$ cat src/rtl/amm_master_pkg.sv
// Shared types and widths for the Avalon-MM command master.
// Holds the bus widths, the FSM state type and the local command bundle.
package amm_master_pkg;

    localparam int AMM_ADDR_W = 4;
    localparam int AMM_DATA_W = 32;

    typedef enum logic [1:0] {
        IDLE      = 2'd0,
        WRITE     = 2'd1,
        READ_REQ  = 2'd2,
        READ_WAIT = 2'd3
    } amm_master_state_t;

    typedef struct packed {
        logic                  write;
        logic [AMM_ADDR_W-1:0] address;
        logic [AMM_DATA_W-1:0] writedata;
    } amm_cmd_t;

endpackage

$ cat src/rtl/avalon_mm_if.sv
// Avalon-MM bus bundle shared by the CSR slaves and the command master.
// master: drives address/write/writedata/read; slave: drives waitrequest/readdata/readdatavalid.
interface avalon_mm_if;
    import amm_master_pkg::*;

    logic [AMM_ADDR_W-1:0] address;
    logic                  write;
    logic [AMM_DATA_W-1:0] writedata;
    logic                  read;
    logic                  waitrequest;
    logic [AMM_DATA_W-1:0] readdata;
    logic                  readdatavalid;

    modport master (
        output address,
        output write,
        output writedata,
        output read,
        input  waitrequest,
        input  readdata,
        input  readdatavalid
    );

    modport slave (
        input  address,
        input  write,
        input  writedata,
        input  read,
        output waitrequest,
        output readdata,
        output readdatavalid
    );

endinterface

$ cat src/rtl/amm_watchdog.sv
// Transaction wait counter: cleared by start_i, counts cycles while run_i.
// Ports: clk_i, srst_i, start_i, run_i in; expired_o high on the LIMIT-th waiting cycle.
module amm_watchdog #(
    parameter int unsigned LIMIT = 255
) (
    input  logic clk_i,
    input  logic srst_i,
    input  logic start_i,
    input  logic run_i,
    output logic expired_o
);

    localparam int CNT_W = $clog2(LIMIT + 1);
    localparam logic [CNT_W-1:0] LAST = CNT_W'(LIMIT - 1);

    logic [CNT_W-1:0] cnt;
    logic             at_last;

    // The cycle holding LAST is the LIMIT-th waiting cycle; flagging it here
    // lets the master drop the request on the edge the count would reach LIMIT.
    assign at_last   = (cnt == LAST);
    assign expired_o = run_i && at_last;

    always_ff @(posedge clk_i) begin
        if (srst_i || start_i) begin
            cnt <= '0;
        end else if (run_i && !at_last) begin
            cnt <= cnt + 1'b1;
        end
    end

endmodule

$ cat src/rtl/amm_cmd_master.sv
// Avalon-MM master: one local valid/ready command -> one bus transaction -> one rsp pulse.
// Ports: clk_i, srst_i (sync, active-high); cmd_* in / cmd_ready_o; rsp_valid_o,
// rsp_readdata_o, rsp_err_o; amm (avalon_mm_if.master). All outputs registered.
// Optional timeout abort: define AMM_MASTER_TIMEOUT_EN (limit TIMEOUT_CYCLES).
module amm_cmd_master
    import amm_master_pkg::*;
#(
    parameter int unsigned TIMEOUT_CYCLES = 255
) (
    input  logic                  clk_i,
    input  logic                  srst_i,
    input  logic                  cmd_valid_i,
    output logic                  cmd_ready_o,
    input  logic                  cmd_write_i,
    input  logic [AMM_ADDR_W-1:0] cmd_address_i,
    input  logic [AMM_DATA_W-1:0] cmd_writedata_i,
    output logic                  rsp_valid_o,
    output logic [AMM_DATA_W-1:0] rsp_readdata_o,
    output logic                  rsp_err_o,
    avalon_mm_if.master           amm
);

    amm_master_state_t state;
    amm_cmd_t          cmd;

    logic accept;
    logic wr_done;
    logic rd_acc;
    logic rd_done;
    logic abort;

    assign cmd = '{
        write:     cmd_write_i,
        address:   cmd_address_i,
        writedata: cmd_writedata_i
    };

    // cmd_ready_o is itself a flop that stays low through the response
    // cycle, so qualifying with it keeps the next accept one cycle later.
    assign accept  = (state == IDLE) && cmd_ready_o && cmd_valid_i;
    assign wr_done = (state == WRITE) && !amm.waitrequest;
    assign rd_acc  = (state == READ_REQ) && !amm.waitrequest;
    assign rd_done = (rd_acc && amm.readdatavalid)
                  || ((state == READ_WAIT) && amm.readdatavalid);

`ifdef AMM_MASTER_TIMEOUT_EN
    logic busy;
    logic wd_run;
    logic wd_expired;

    assign busy   = (state != IDLE);
    assign wd_run = busy && !(wr_done || rd_done);

    amm_watchdog #(
        .LIMIT (TIMEOUT_CYCLES)
    ) u_watchdog (
        .clk_i     (clk_i),
        .srst_i    (srst_i),
        .start_i   (accept),
        .run_i     (wd_run),
        .expired_o (wd_expired)
    );

    // wd_run already excludes completing cycles, so completion wins.
    assign abort = wd_expired;
`else
    // Without the watchdog the parameter has no effect; keep it referenced.
    if (TIMEOUT_CYCLES == 0) begin : g_timeout_unused
    end

    assign abort = 1'b0;
`endif

    always_ff @(posedge clk_i) begin
        if (srst_i) begin
            state          <= IDLE;
            cmd_ready_o    <= 1'b1;
            amm.read       <= 1'b0;
            amm.write      <= 1'b0;
            amm.address    <= '0;
            amm.writedata  <= '0;
            rsp_valid_o    <= 1'b0;
            rsp_readdata_o <= '0;
            rsp_err_o      <= 1'b0;
        end else begin
            rsp_valid_o <= 1'b0;
            cmd_ready_o <= (state == IDLE) && !accept;

            unique case (state)
                IDLE: begin
                    if (accept) begin
                        amm.address   <= cmd.address;
                        amm.writedata <= cmd.writedata;
                        amm.write     <= cmd.write;
                        amm.read      <= !cmd.write;
                        state         <= cmd.write ? WRITE : READ_REQ;
                    end
                end

                WRITE: begin
                    if (wr_done) begin
                        amm.write      <= 1'b0;
                        rsp_valid_o    <= 1'b1;
                        rsp_readdata_o <= '0;
                        rsp_err_o      <= 1'b0;
                        state          <= IDLE;
                    end else if (abort) begin
                        amm.write      <= 1'b0;
                        rsp_valid_o    <= 1'b1;
                        rsp_readdata_o <= '0;
                        rsp_err_o      <= 1'b1;
                        state          <= IDLE;
                    end
                end

                READ_REQ: begin
                    if (rd_done) begin
                        // Zero-latency slave: data arrives with the accept.
                        amm.read       <= 1'b0;
                        rsp_valid_o    <= 1'b1;
                        rsp_readdata_o <= amm.readdata;
                        rsp_err_o      <= 1'b0;
                        state          <= IDLE;
                    end else if (abort) begin
                        amm.read       <= 1'b0;
                        rsp_valid_o    <= 1'b1;
                        rsp_readdata_o <= '0;
                        rsp_err_o      <= 1'b1;
                        state          <= IDLE;
                    end else if (rd_acc) begin
                        amm.read <= 1'b0;
                        state    <= READ_WAIT;
                    end
                end

                READ_WAIT: begin
                    if (rd_done) begin
                        rsp_valid_o    <= 1'b1;
                        rsp_readdata_o <= amm.readdata;
                        rsp_err_o      <= 1'b0;
                        state          <= IDLE;
                    end else if (abort) begin
                        rsp_valid_o    <= 1'b1;
                        rsp_readdata_o <= '0;
                        rsp_err_o      <= 1'b1;
                        state          <= IDLE;
                    end
                end

                default: begin
                    state <= IDLE;
                end
            endcase
        end
    end

endmodule

$ cat src/flat_wrapper.sv
// flat-port wrapper written by rule: the top's interface ports become plain ports
module amm_cmd_master_flat import amm_master_pkg::*;
#(
    parameter int unsigned TIMEOUT_CYCLES = 255
)
  (clk_i, srst_i, cmd_valid_i, cmd_ready_o, cmd_write_i, cmd_address_i, cmd_writedata_i, rsp_valid_o, rsp_readdata_o, rsp_err_o, amm_address, amm_write, amm_writedata, amm_read, amm_waitrequest, amm_readdata, amm_readdatavalid);
  avalon_mm_if amm_i ();
  input  logic clk_i;
  input  logic srst_i;
  input  logic cmd_valid_i;
  output logic cmd_ready_o;
  input  logic cmd_write_i;
  input  logic [AMM_ADDR_W-1:0] cmd_address_i;
  input  logic [AMM_DATA_W-1:0] cmd_writedata_i;
  output logic rsp_valid_o;
  output logic [AMM_DATA_W-1:0] rsp_readdata_o;
  output logic rsp_err_o;
  output wire logic [$bits(amm_i.address)-1:0] amm_address;
  output wire logic [$bits(amm_i.write)-1:0] amm_write;
  output wire logic [$bits(amm_i.writedata)-1:0] amm_writedata;
  output wire logic [$bits(amm_i.read)-1:0] amm_read;
  input wire logic [$bits(amm_i.waitrequest)-1:0] amm_waitrequest;
  input wire logic [$bits(amm_i.readdata)-1:0] amm_readdata;
  input wire logic [$bits(amm_i.readdatavalid)-1:0] amm_readdatavalid;
  assign amm_address = amm_i.address;
  assign amm_write = amm_i.write;
  assign amm_writedata = amm_i.writedata;
  assign amm_read = amm_i.read;
  assign amm_i.waitrequest = amm_waitrequest;
  assign amm_i.readdata = amm_readdata;
  assign amm_i.readdatavalid = amm_readdatavalid;
  amm_cmd_master #(.TIMEOUT_CYCLES(TIMEOUT_CYCLES)) u_core (.clk_i(clk_i), .srst_i(srst_i), .cmd_valid_i(cmd_valid_i), .cmd_ready_o(cmd_ready_o), .cmd_write_i(cmd_write_i), .cmd_address_i(cmd_address_i), .cmd_writedata_i(cmd_writedata_i), .rsp_valid_o(rsp_valid_o), .rsp_readdata_o(rsp_readdata_o), .rsp_err_o(rsp_err_o), .amm(amm_i));
endmodule
$ cat config.mk
export PLATFORM = sky130hd
export DESIGN_NAME = amm_cmd_master_flat
export DESIGN_NICKNAME = d
export VERILOG_FILES = /design/src/rtl/amm_master_pkg.sv /design/src/rtl/avalon_mm_if.sv /design/src/rtl/amm_watchdog.sv /design/src/rtl/amm_cmd_master.sv /design/src/flat_wrapper.sv
export SDC_FILE = /design/constraint.sdc
export NUM_CORES = 1
export LEC_CHECK = 0
export CORE_MARGIN = 2
export CORE_UTILIZATION = 39
export DETAILED_ROUTE_END_ITERATION = 10
export GPL_TIMING_DRIVEN = 0
export PLACE_DENSITY = 0.79
export SLEW_MARGIN = 20
export SYNTH_ARGS = -nofsm -noshare
export SYNTH_HDL_FRONTEND = slang
export SYNTH_SLANG_ARGS = --single-unit
$ cat constraint.sdc
create_clock -name clk_i -period 1.7 [get_ports clk_i]
set_clock_uncertainty 0.2 [all_clocks]
set_input_delay 0.34 -clock clk_i [delete_from_list [all_inputs] [get_ports clk_i]]
set_output_delay 0.34 -clock clk_i [all_outputs]
set_load 0.01 [all_outputs]
### Word-level counts from Yosys, hierarchy flattened

Cells that the tools add are included.

* bits of input ports: 74
* bits in registers: 75
* output and inout bits: 73

* equality and inequality tests: 8
* reductions and logical operators: 21
* multiplexer cells: 22

Operators with widths (count)
* 32-bit two-way mux: 2
* 32-bit case mux with 2 select lines: 1
* 2-bit two-way mux: 6
* 3-bit AND reduction: 3
* 1-bit two-way mux: 8
* 2-bit by 1-bit != test with 1-bit output, second input constant: 4
* 1-bit case mux with 2 select lines: 4
* 2-bit case mux with 4 select lines: 1
* 1-bit logical AND: 7
* 2-bit nonzero test: 3
* 2-bit == test, second input constant: 2
* 4-bit AND reduction: 1
* 1-bit logical NOT: 3
* 3-bit by 1-bit != test with 1-bit output, second input constant: 1
* 2-bit by 1-bit == test with 1-bit output, second input constant: 1
* 2-bit logical NOT: 1
* 2-bit AND reduction: 1
* 2-bit OR reduction: 1
* 1-bit logical OR: 1

### Depth between registers and ports, before layout

* depth in word-level cells: 6
* gate-level depth with buffers: 6

### Worst setup path after synthesis

OpenSTA, ideal clock, no wires.

* kind: input to register
* start: input port srst_i
* end: register u_core.rsp_readdata_o[28]
* slack: 217 ps
* stages: 4
* data arrival time: 1165 ps
* data required time: 1383 ps
* cell sequence: buf_2 > clkbuf_1 > and2b_1 > a32o_1

RTL lines
* from (decl): RTL line flat_wrapper.sv:9 `input logic srst_i;`
* to (signal assigned): RTL line amm_cmd_master.sv:121 `rsp_readdata_o <= amm.readdata;`
* to (signal assigned): RTL line amm_cmd_master.sv:139 `rsp_readdata_o <= amm.readdata;`
* to (decl): RTL line amm_cmd_master.sv:18 `output logic [AMM_DATA_W-1:0] rsp_readdata_o,`

### Final worst setup path

* start: input port amm_waitrequest
* end: register u_core.rsp_readdata_o[13]

* longest elaborated chain between the ends: 6

RTL lines
* from (decl): RTL line flat_wrapper.sv:22 `input wire logic [$bits(amm_i.waitrequest)-1:0] amm_waitrequest;`
* 1-bit logical NOT (*): RTL line amm_cmd_master.sv:41, amm_cmd_master.sv:42
* 1-bit logical AND: RTL line amm_cmd_master.sv:42 `assign rd_acc = (state == READ_REQ) && !amm.waitrequest;`
* 1-bit logical AND: RTL line amm_cmd_master.sv:43 `assign rd_done = (rd_acc && amm.readdatavalid)`
* 1-bit logical OR: RTL line amm_cmd_master.sv:44 `|| ((state == READ_WAIT) && amm.readdatavalid);`
* 2-bit by 1-bit != test with 1-bit output (no line)
* 3-bit AND reduction (no line) (*)

Mark *: on every way between the ends. The rest lies on a longest branch, timed or not.
A chain may end at the register's enable or synchronous reset.

==> flow_summary.json <==
{
  "outcome": "finished, final reports clean",
  "finalCriticalPeriod_ps": 1690,
  "leakage_nw": 2.04,
  "grt_pass1_wl_mm": 12.1,
  "critPathMaxFanout": 10,
  "crit_path_start_kind": "input pin",
  "yosys_warnings": 0,
  "clk_latency_ps": 320,
  "timing_hold_violations_final": 0,
  "num_antenna_cells": 0,
  "port_buffers": 145,
  "stdcell_count": 555,
  "antenna_found_initial": 0,
  "crit_slowest_cell": "clkdlybuf4s50_1",
  "path_class": "in -> reg",
  "gp_congestion": 0.751,
  "rows": 30,
  "tns_ps": 0,
  "crit_path_end_kind": "flip-flop",
  "drv_cap": 0,
  "cts_root_buf": "clkbuf_8",
  "grt_pass1_vias": 2602,
  "synth-seq-cells": 74,
  "grt-ovfl-total": 0,
  "avgSynthCellArea_sq_um": 9.38,
  "worstReg2RegEnd": "u_core.rsp_readdata_o[13]",
  "setup_violations": 0,
  "drt_iter0_drc": 124,
  "fmax_mhz": 592,
  "worst_ep_required_time_ps": 1710,
  "fp.dieW_microns": 88.8,
  "synthCells": 299,
  "crit_chain": "clkdlybuf4s50_1 -> nand2b_1 -> and4b_1 -> clkbuf_2 -> buf_4 -> a32o_1",
  "final-max-slew-violation-count": 0,
  "combPwrFrac": 0.179,
  "synth_cell_types": 29,
  "dieHeight_microns": 88.8,
  "final_nets": 532,
  "via_per_inst": 4.82,
  "die-area_sq_um": 7880,
  "cts_max_level": 3,
  "cp.arrival_ps": 1700,
  "drtPass1Iterations": 6,
  "remaining_drc_errors": 0,
  "preCtsSetupSlack_ps": -651,
  "crit_buf_inv": 3,
  "ctsHoldBuffers": 0,
  "route.vias.total": 2677,
  "final_util": 0.655,
  "drive_gt1_frac": 0.0980,
  "fin_ws_ps": 12.1,
  "synth_nets": 373,
  "hpwl_mm": 5.67,
  "r2r_cells": 5,
  "p_total_w": 0.00370,
  "crit_cells": 6,
  "track_usage": 0.195,
  "dp_cells": 540,
  "switching_share": 0.241,
  "netlist_area_sq_um": 2800,
  "clk_pin_slew_ps": 60,
  "fin_crit_sh": 0.993,
  "whs_endpoint": "u_core.amm.writedata[2]",
  "grt_setup_unrepaired": "true",
  "wl_mm": 7.71,
  "cts_tree": "yes",
  "pwr-share-seq": 0.507,
  "grt_max_degree": 11,
  "cp_top_family": "buffers and inverters",
  "ir_drop_mv": 0.378,
  "n_fill_cell": 617,
  "hold_start": "u_core.amm.writedata[2]",
  "cts_sinks": 74,
  "clk_path_buf_depth": 2,
  "r2r_start": "u_core.state[0]",
  "powerDensity_nw_per_um2": 823,
  "hp-class": "reg -> reg",
  "hold_depth": 2,
  "power.switching_w": 0.000890,
  "critPathMaxStageDelay_ps": 540,
  "p_clk_frac": 0.314,
  "core-area_sq_um": 6870,
  "io_pins": 147,
  "wl_per_cell_microns": 13.9,
  "layout-area-overhead-vs-synth_pct": 60.4,
  "seq_area_frac_synth": 0.528,
  "rrSetupSlack_ps": 110,
  "initial_utilization": 0.408,
  "cts_buffers": 9,
  "antenna_left": 0,
  "p_int_w": 0.00281
}
cells in the mapped netlist:
cell type | instances | area share
clkbuf_2 | 1 | 0.0018
a31oi_1 | 1 | 0.0022
o211ai_1 | 1 | 0.0027
nand3b_1 | 1 | 0.0027
a21bo_2 | 1 | 0.0036
nand2_1 | 73 | 0.098
a32o_1 | 32 | 0.11
or2_2 | 1 | 0.0022
and2b_1 | 10 | 0.027
and3_1 | 1 | 0.0022
and2_1 | 1 | 0.0022
o311ai_1 | 1 | 0.0031
buf_4 | 6 | 0.016
conb_1 | 1 | 0.0013
o21ai_2 | 1 | 0.0031
clkbuf_1 | 10 | 0.013
nand4bb_1 | 1 | 0.0040
inv_1 | 1 | 0.0013
buf_6 | 4 | 0.016
nor2_1 | 1 | 0.0013
nand4b_1 | 1 | 0.0031
a211oi_1 | 1 | 0.0027
buf_2 | 7 | 0.012
and4bb_1 | 1 | 0.0045
nor2b_1 | 22 | 0.049
dfxtp_1 | 74 | 0.53
and4b_1 | 1 | 0.0036
a21oi_1 | 40 | 0.071
nand2b_1 | 3 | 0.0067
kinds of logic (layout without fill, tap and decap cells):
logic type	count (synthesis)	in the layout	share of synthesized area
compound gates	78	78	0.203
other cells	1	1	0.00134
buf+inv	29	189	0.0611
simple gates	117	117	0.206
flops	74	74	0.528
layout by cell type, fill, tap and decap left out, types with 10 or more instances in the layout:
master / count
and2b_1: 10
clkdlybuf4s50_1: 73
dfxtp_1: 74
nor2b_1: 22
buf_4: 12
nand2_1: 73
a32o_1: 32
dlygate4sd2_1: 72
a21oi_1: 40
clkbuf_8: 12
sequential cells by signal, indices dropped and copies added (netlist names):
signal / flops
u_core.rsp_readdata_o: 32
u_core.cmd_ready_o: 1
u_core.amm.address: 4
u_core.amm.read: 1
u_core.rsp_valid_o: 1
u_core.amm.write: 1
u_core.amm.writedata: 32
u_core.state: 2
worst max path at each step:
| stage | start | endpoint | slack, ps |
|---|---|---|---|
| floorplan | srst_i | u_core.rsp_readdata_o[28] | 220 |
| CTS | amm_waitrequest | u_core.rsp_readdata_o[13] | 9 |
| finish | amm_waitrequest | u_core.rsp_readdata_o[13] | 10 |
| global route | amm_waitrequest | u_core.rsp_readdata_o[26] | -10 |
| detailed placement | srst_i | u_core.amm.writedata[0] | -650 |
| global placement | srst_i | u_core.amm.writedata[5] | -630 |
power by group through the flow:
stage	Sequential, W	Combinational, W	Clock, W
after global placement	0.00191	0.000708	0
after floorplan	0.00196	0.000262	0
after CTS	0.00188	0.000663	0.00121
final	0.00188	0.000662	0.00116
after detailed placement	0.00192	0.000716	0
after global routing	0.00189	0.000729	0.00129
metrics by stage:
stage               hold slack (ps)  instance area, sq um
global placement                241                  4380
floorplan                       266                  2800
CTS                             252                  4470
detailed placement              246                  4380
global route                    272                  4500
finish                          252                  4500
repair_timing:
item                                    in CTS  in global routing
resized for setup                           82                 10
endpoints found under the setup margin     142                 29
pin swaps                                    0                  0
setup buffers                                0                  3
area by class of cell:
type	instances	area [sq um]	area share
flip-flops and latches	74	1480	0.329
repair buffers	148	1380	0.308
multi-input cells	196	1150	0.256
plain buffers	28	191	0.0426
clock buffers	12	165	0.0367
well taps	96	120	0.0267
inverters	1	3.75	0.000835
worst min-delay path, delay by kind of cell (launching register included):
kind / cells / cell delay, ps
AO/OA/AOI/OAI: 1 / 50
AND/OR/NAND/NOR: 1 / 50
flip-flops: 1 / 310
metal layers:
| layer | vias up | wire length (microns) | global-route usage |
|---|---|---|---|
| met1 | 1237 | 3310 | 0.240 |
| met2 | 82 | 3850 | 0.319 |
| li1 | 1346 | - | - |
| met3 | 12 | 443 | 0.0532 |
| met4 | 0 | 112 | 0.0909 |
| met5 | - | 0 | 0 |
No activity file was read; power rests on OpenSTA's default activity.
